[src/rtl/step_window_counter.sv]
// step_window_counter
//   Counts step pulses within each one-second interval. A second "qualifies"
//   when its step count reaches THRESH. Reports how many seconds qualified
//   over an observation window, either as a one-shot session (MODE 0) or as
//   a sliding window over the last WINDOW seconds (MODE 1).
// Ports:
//   clk            system clock
//   reset          synchronous, active-high reset
//   pulse          raw step pulse, asynchronous, high for >= 2 clk cycles
//   sec_tick       one-cycle end-of-second strobe, synchronous to clk
//   enable         low: steps and ticks ignored, all state holds
//   over_count     qualified seconds in the window
//   last_sec_steps saturated step count of the most recently closed second
//   over_flag      one-cycle strobe, the second that just closed qualified
//   window_done    sticky, WINDOW ticks have elapsed since reset
module step_window_counter #(
  parameter int THRESH = 32,
  parameter int WINDOW = 10,
  parameter int CNT_W  = 6,
  parameter int OUT_W  = 14,
  parameter int MODE   = 0
) (
  input  logic             clk,
  input  logic             reset,
  input  logic             pulse,
  input  logic             sec_tick,
  input  logic             enable,
  output logic [OUT_W-1:0] over_count,
  output logic [CNT_W-1:0] last_sec_steps,
  output logic             over_flag,
  output logic             window_done
);

  localparam int EL_W = $clog2(WINDOW + 1);
  localparam logic [CNT_W-1:0] CNT_MAX = '1;

  // s1/s2 form the synchroniser, s3 holds the previous synchronised level
  logic s1_q, s2_q, s3_q;
  logic [CNT_W-1:0] cur_cnt_q, cur_cnt_d;
  logic [EL_W-1:0]  elapsed_q;
  logic [OUT_W-1:0] over_count_q, over_count_d;
  logic [CNT_W-1:0] last_q;
  logic             flag_q, done_q;

  logic             step, tick, qualify, win_full, drop, cnt_upd;
  logic [CNT_W-1:0] closing;

  assign step     = s2_q & ~s3_q & enable;
  assign tick     = sec_tick & enable;
  assign win_full = (elapsed_q == EL_W'(WINDOW));

  // A step coincident with the tick belongs to the closing second
  assign closing  = (step && cur_cnt_q != CNT_MAX) ? cur_cnt_q + 1'b1 : cur_cnt_q;
  assign qualify  = (closing >= CNT_W'(THRESH));

  generate
    if (MODE == 1) begin : g_slide
      logic [WINDOW-1:0] hist_q;
      always_ff @(posedge clk) begin
        if (reset)     hist_q <= '0;
        else if (tick) hist_q <= {hist_q[WINDOW-2:0], qualify};
      end
      // bit leaving the window was counted when it entered, so no underflow
      assign drop    = hist_q[WINDOW-1];
      assign cnt_upd = 1'b1;
    end else begin : g_shot
      assign drop    = 1'b0;
      assign cnt_upd = ~win_full;
    end
  endgenerate

  always_comb begin
    cur_cnt_d = cur_cnt_q;
    if (tick)
      cur_cnt_d = '0;
    else if (step && cur_cnt_q != CNT_MAX)
      cur_cnt_d = cur_cnt_q + 1'b1;
  end

  always_comb begin
    over_count_d = over_count_q;
    if (tick && cnt_upd)
      over_count_d = over_count_q + OUT_W'(qualify) - OUT_W'(drop);
  end

  always_ff @(posedge clk) begin
    if (reset) begin
      s1_q         <= 1'b0;
      s2_q         <= 1'b0;
      s3_q         <= 1'b0;
      cur_cnt_q    <= '0;
      elapsed_q    <= '0;
      over_count_q <= '0;
      last_q       <= '0;
      flag_q       <= 1'b0;
      done_q       <= 1'b0;
    end else begin
      // synchroniser keeps running regardless of enable
      s1_q         <= pulse;
      s2_q         <= s1_q;
      s3_q         <= s2_q;
      cur_cnt_q    <= cur_cnt_d;
      over_count_q <= over_count_d;
      flag_q       <= tick & qualify;
      if (tick) begin
        last_q <= closing;
        if (!win_full) elapsed_q <= elapsed_q + 1'b1;
        if (elapsed_q >= EL_W'(WINDOW - 1)) done_q <= 1'b1;
      end
    end
  end

  assign over_count     = over_count_q;
  assign last_sec_steps = last_q;
  assign over_flag      = flag_q;
  assign window_done    = done_q;

endmodule

[config.mk]
export PLATFORM = sky130hd
export DESIGN_NAME = step_window_counter
export DESIGN_NICKNAME = d
export VERILOG_FILES = /design/src/rtl/step_window_counter.sv
export SDC_FILE = /design/constraint.sdc
export NUM_CORES = 1
export LEC_CHECK = 0
export ABC_AREA = 1
export CELL_PAD_IN_SITES_DETAIL_PLACEMENT = 0
export CELL_PAD_IN_SITES_GLOBAL_PLACEMENT = 1
export CORE_MARGIN = 3
export CORE_UTILIZATION = 38
export DETAILED_ROUTE_END_ITERATION = 16
export MAX_ROUTING_LAYER = met4
export PLACE_DENSITY_LB_ADDON = 0.1
export SETUP_SLACK_MARGIN = 0.5
export SLEW_MARGIN = 30
export SYNTH_ARGS = -nofsm -noshare
export SYNTH_HDL_FRONTEND = slang
export SYNTH_SLANG_ARGS = --single-unit
[constraint.sdc]
create_clock -name clk -period 2.6 [get_ports clk]
set_clock_uncertainty 0.15 [all_clocks]
set_input_delay 0.52 -clock clk [delete_from_list [all_inputs] [get_ports clk]]
set_output_delay 0.52 -clock clk [all_outputs]
set_load 0.005 [all_outputs]
==> results of run 1 <==
[cells in the final DEF (no fill, tap or decap), types with 5 or more instances in the layout]
cell	Yosys	final
inv_1	27	24
clkbuf_8	0	6
ha_1	7	5
clkdlybuf4s50_1	0	25
nor2_4	4	7
inv_2	2	5
nand2_1	55	51
nor2_1	30	28
o21ai_0	9	9
nand2_2	2	6
nand4_1	7	7
a21oi_1	10	9
dfxtp_2	0	5
dfxtp_1	35	30
nand3_1	10	7
[sequential cells by signal, indices dropped and copies added, names as in the netlist]
signal,flops
s2_q,1
s1_q,1
last_sec_steps,6
window_done,1
elapsed_q,4
cur_cnt_q,6
over_count,14
over_flag,1
s3_q,1
[through the flow]
stage / power [mW] / instance area [um2] / instances / TNS (ns) / setup WS, ns
2_1_floorplan: 0.600 / 1730 / 228 / 0 / 0.522
3_3_place_gp: 0.624 / 2060 / 305 / -0.182 / -0.0577
3_5_place_dp: 0.623 / 2060 / 305 / -0.464 / -0.104
4_1_cts: 1.02 / 2190 / 312 / 0 / 0.509
5_1_grt: 1.06 / 2210 / 312 / 0 / 0.405
6_report: 1.01 / 2210 / 312 / 0 / 0.591
[worst reg2reg max path: stages (launching register included)]
cell and delay [ns]:
dfxtp_2 0.36, ha_1 0.17, nand2_1 0.13, nand3_2 0.12
nand2_2 0.06, inv_2 0.06, ha_4 0.14, ha_4 0.13
inv_2 0.04, nor2_4 0.16, nand3_4 0.13, nor2_4 0.11
nand2_1 0.05, nand2_1 0.05, nor2_1 0.04
[worst min path at each step]
stage	to	cells past startpoint	slack [ns]
after floorplan	s2_q	2	0.24
after global placement	s2_q	2	0.24
after global routing	s2_q	2	0.26
final	s2_q	2	0.25
after detailed placement	s2_q	2	0.25
after CTS	s2_q	2	0.26
[where the power goes]
group | internal (mW) | switching, mW | leakage (nW)
Clock | 0.208 | 0.188 | 0.0470
Combinational | 0.0234 | 0.0360 | 0.479
Sequential | 0.544 | 0.00796 | 0.286
[final cells by class]
cell class	instances	area share [%]
Tap cell	50	2.83
Sequential cell	35	32.0
Clock inverter	1	0.226
Clock buffer	6	3.74
Timing Repair Buffer	30	12.9
Inverter	31	5.43
Multi-Input combinational cell	159	42.9
[repair_timing]
| item | in CTS | in global routing |
|---|---|---|
| pin swaps | 4 | 9 |
| hold endpoints to repair | 0 | 0 |
| setup endpoints to repair | 13 | 11 |
| resized for setup | 10 | 12 |
| setup buffers | 0 | 0 |
[routing by layer]
| metal | routed length, um | part of all wire (%) | track usage, % |
|---|---|---|---|
| met3 | 81 | 2.3 | 3.72 |
| met2 | 1500 | 42 | 21.3 |
| met4 | 13 | 0.37 | 3.07 |
| met1 | 1950 | 55 | 22.8 |
| met5 | 0 | 0 | - |
[kinds of logic (layout without fill, tap and decap cells)]
| logic type | after synthesis | count (layout) | share of synthesized area (%) |
|---|---|---|---|
| fa+ha+maj | 7 | 7 | 5.16 |
| buf+inv | 34 | 68 | 8.26 |
| simple gates | 123 | 123 | 35.7 |
| flops | 35 | 35 | 41.3 |
| xor+xnor | 2 | 2 | 1.03 |
| compound gates | 27 | 27 | 8.56 |
==> metrics.csv, run 1 <==
stage;metric;value;unit
timing;finalCritPeriodShare;77.3;%
floorplanning;dieArea;0.00530;mm2
final_layout;fillers;432;
drt;drtAntennaViolNets;0;
timing;hold_violations;0;
timing;whs;0.248;ns
setup_path;critPathKind;reg2reg;
yosys;synthTopCellsByCount;nand2_1, dfxtp_1, nor2_1;
clocking;clk_pin_slew_worst_paths;0.07;ns
hold_path;hold_path_class;reg2reg;
setup_path;r2r_setup_slack;0.59;ns
job;drv_cap;0;
setup_path;path_depth;14;
yosys;syn_area_per_cell;7.44;um2
clocking;cts_buffers;5;
hold_path;hold_start;s1_q;
clocking;cts_max_level;2;
setup_path;r2r_cells;14;
clocking;holdBufCountCts;0;
yosys;synthArstFlopShare;0;%
timing;rsz0062_at_grt;yes;
timing;max_freq;498;MHz
yosys;yosysUniqueCellTypes;30;
final_layout;multi_input_area;948;um2
final_layout;post-route-util;53.4;%
drt;first_iter_violations;121;
timing;setup_viol;0;
clocking;cts_buffer_depth;2;
setup_path;max_stage_delay;0.36;ns
drt;firstDrtPassIters;4;
global_route;grt_max_degree;14;
floorplanning;die_w;72.8;um
drt;vias;1455;
floorplanning;rows;23;
yosys;synth_most_common_cell;nand2_1;
global_route;grt_antenna_before_repair;0;
global_route;grt_pass1_wl;6.32;mm
clocking;cts_tree;yes;
yosys;synth_nets;240;
setup_path;start_kind;flop;
final_layout;ff_latch_area;707;um2
floorplanning;core_area;0.00414;mm2
clocking;cts_sinks;35;
place;dpl.hpwl;2.67;mm
yosys;yosys.area.top_type;dfxtp_1;
setup_path;arrival;2.04;ns
floorplanning;ios;27;
final_layout;layout.nets;274;
setup_path;endpoint_kind;flop;
setup_path;crit_top_cell;nand2_1;
place;finalWeightedCongestion;0.774;
yosys;synth_top_area_share;41.3;%
run_status;status;finished clean;
clocking;root_buffer;clkbuf_8;
setup_path;required;2.63;ns
setup_path;crit_fanout;4;
global_route;track_usage;15.5;%
drt;drc;0;
power;vdd_drop_max;0.000292;V
yosys;yosysWarnings;0;
yosys;synthCells;228;
drt;wl;3.55;mm
power;p_leak;0.812;nW
setup_path;reg2reg_to;over_count[10];
place;io_buffers;26;
final_layout;syn2layout_area_growth;30.3;%
global_route;grt_pass1_vias;1390;
final_layout;diodes;0;
setup_path;worst_path_max_delay_cell;dfxtp_2;
setup_path;path_cells;ha_1, nand2_1, nand3_2, nand2_2, inv_2, ha_4, ha_4, inv_2, nor2_4, nand3_4, nor2_4, nand2_1, nand2_1, nor2_1;
yosys;ys_ff_latch;35;
yosys;synth-seq-area-share;41.3;%
timing;tightest_slew;0.390;ns
timing;slew_headroom;73.9;%
setup_path;worst-path-buf-inv;2;
timing;slew_viol_final;0;
setup_path;rr_startpoint;cur_cnt_q[0];
floorplanning;start_util;40.9;%
setup_path;critical-path-top-delay-family;simple AND/OR/NAND/NOR gates;
yosys;netlist_area;0.00170;mm2
final_layout;layout-drive-gt1-share;21.0;%
drt;viasPerCell;4.66;
yosys;synth-edff-count;0;
drt;wl_per_cell;11.4;um
floorplanning;die_h;72.8;um
yosys;ys.flop_type;dfxtp_1;
setup_path;critPathLaunch;cur_cnt_q[0];
yosys;synth_area_leaders;dfxtp_1, nand2_1, nor2_1;
clocking;clock_latency;0.28;ns
global_route;grt-ovfl-total;0;
timing;fin_crit;2.01;ns
power;p_per_area;455;mW/mm2
setup_path;cp-endpoint;over_count[10];
Note: power is estimated with default switching activity, not from simulation.
==> run 2, diff against run 1 <==
Settings changed: CORE_UTILIZATION 38 to 34.
Clock period 2.6 ns to 1.6 ns, I/O delays scaled along.
==> run 2 against run 1 <==
  * The flow now finishes with violations (setup timing)
  * Hold slack got worse by 0.0019 ns
  * Core utilization rose by 5.2 points
  * Critical path depth rose by 1
  * Sequential power rose by 61%
  * Setup slack got worse by 0.96 ns
  * Register-to-register slack got worse by 0.96 ns
  * Via count rose by 16%
  * Power rose by 89%
  * Largest power group unchanged
  * Highest routed layer unchanged
==> metrics.csv, run 2 (synthesis gave the netlist of run 1 again) <==
stage;metric;value;unit
floorplanning;die_h;76.6;um
drt;wl_per_cell;11.2;um
timing;setup_viol;14;
floorplanning;rows;25;
final_layout;layout-drive-gt1-share;54.2;%
clocking;root_buffer;clkbuf_8;
floorplanning;die_w;76.6;um
global_route;met3_usage;3.19;%
timing;finalCritPeriodShare;123;%
timing;fin_crit;1.97;ns
clocking;clock_latency;0.29;ns
global_route;grt_antenna_before_repair;0;
global_route;use_met1;19.3;%
setup_path;critPathLaunch;s2_q;
drt;drc;0;
timing;worst_slack;-0.366;ns
final_layout;layout.nets;323;
global_route;grt_pass1_vias;1586;
place;dp_cells;348;
hold_path;hold_path_class;reg2reg;
setup_path;start_kind;flop;
timing;rsz0062_at_grt;yes;
floorplanning;start_util;35.5;%
timing;slew_viol_final;0;
setup_path;path_cells;nand2_2, nor3_4, nand3_2, nand2_2, nand2_2, inv_2, ha_4, ha_4, inv_2, nor2_4, nand3_4, nor2_2, nand2_1, nand2_1, nor2_1;
setup_path;required;1.63;ns
run_status;status;finished with violations;
final_layout;fin_cells;379;
timing;hold_violations;0;
global_route;grt_max_degree;12;
clocking;clk_pin_slew_worst_paths;0.07;ns
hold_path;hold_start;s1_q;
place;dp_slack;-0.913;ns
timing;tightest_slew;0.346;ns
setup_path;crit_top_cell;nand2_2;
floorplanning;dieArea;0.00587;mm2
place;io_buffers;26;
drt;vias;1681;
power;p_per_area;679;mW/mm2
setup_path;critPathKind;reg2reg;
run_status;violations;setup timing;
place;dpl.hpwl;2.98;mm
timing;max_freq;509;MHz
clocking;cts_buffers;5;
place;finalWeightedCongestion;0.808;
global_route;gr-max-usage-layer;met2;
final_layout;diodes;0;
final_layout;largest_reg_flops;14;
power;vdd_drop_max;0.000369;V
global_route;grt-ovfl-total;0;
global_route;track_usage;15.6;%
drt;first_iter_violations;33;
setup_path;max_stage_delay;0.33;ns
setup_path;arrival;2.00;ns
global_route;grt_pass1_wl;7.26;mm
timing;tns;-4.14;ns
drt;viasPerCell;4.44;
clocking;cts_buffer_depth;2;
job;drv_cap;0;
timing;slew_headroom;76.7;%
clocking;cts_tree;yes;
final_layout;final_common_cell;nand2_1;
setup_path;rr_startpoint;s2_q;
clocking;cts_max_level;2;
setup_path;crit_fanout;4;
drt;firstDrtPassIters;4;
global_route;use_met2;25.6;%
floorplanning;core_area;0.00479;mm2
floorplanning;ios;27;
drt;wl;4.26;mm
setup_path;worst_path_max_delay_cell;dfxtp_2;
final_layout;final_cell_mix;nand2_1, buf_4, nor2_1;
final_layout;syn2layout_area_growth;65.2;%
drt;drtAntennaViolNets;0;
setup_path;endpoint_kind;flop;
clocking;cts_sinks;35;
power;p_leak;1.19;nW
==> run 2: changes by cell type in the layout (fill, tap and decap cells not counted), moves of 5 or more <==
| cell | change |
|---|---|
| o21ai_2 | +6 |
| nand2_1 | -5 |
| clkdlybuf4s50_1 | -24 |
| dfxtp_4 | +7 |
| buf_6 | +20 |
| dfxtp_1 | -23 |
| o21ai_0 | -7 |
| buf_4 | +37 |
| buf_2 | +11 |
| dfxtp_2 | +16 |
==> run 2: what timing repair did <==
| action | 4_1_cts | 5_1_grt |
|---|---|---|
| setup buffers | 19 | 4 |
| hold buffers | 0 | 0 |
| gates resized for setup | 158 | 25 |
| pin swaps | 27 | 12 |
| endpoints found under the setup margin | 54 | 54 |
==> run 2: path summary, 6_finish.rpt <==
| kind | end | slack, ns | depth (start not counted) |
|---|---|---|---|
| setup / recovery | over_count[8] | -0.37 | 15 |
| hold / removal | s2_q | 0.25 | 2 |
| setup reg to reg | over_count[8] | -0.37 | 15 |
| hold reg to reg | s2_q | 0.25 | 2 |
==> run 2: power by group <==
group / leakage [nW] / internal [mW] / switching, mW
Sequential: 0.299 / 0.876 / 0.0132
Combinational: 0.830 / 0.0991 / 0.0901
Clock: 0.0612 / 0.504 / 0.321
Total: 1.19 / 1.48 / 0.424
==> run 2: critical path, delay by kind of cell, from the launching register on <==
| kind | cells | cell delay [ns] |
|---|---|---|
| adder cells (fa/ha/maj) | 2 | 0.27 |
| buffers and inverters | 2 | 0.10 |
| AND/OR/NAND/NOR | 11 | 1.00 |
| flip-flops | 1 | 0.33 |
==> run 2: layout make-up <==
type,instances,area [um2]
clock buffer,6,82.6
inverter,31,139
tap,67,83.8
multi-input combinational,159,1040
timing repair buffer,79,664
sequential,35,753
fill,456,1980
clock inverter,2,35.0
==> run 2: metrics by stage <==
step,hold slack [ns],power (mW),util (%),area (um2)
finish,0.246,1.90,58.6,2800
global route,0.276,2.00,58.6,2800
CTS,0.249,1.91,56.0,2680
detailed placement,0.246,1.05,48.7,2330
global placement,0.243,1.05,48.7,2330
floorplan,0.238,0.984,-,1770
==> run 2: routing by layer <==
layer	up-vias	wire [um]
li1	888	-
met5	-	0
met1	764	1900
met3	7	122
met4	0	57
met2	22	2180
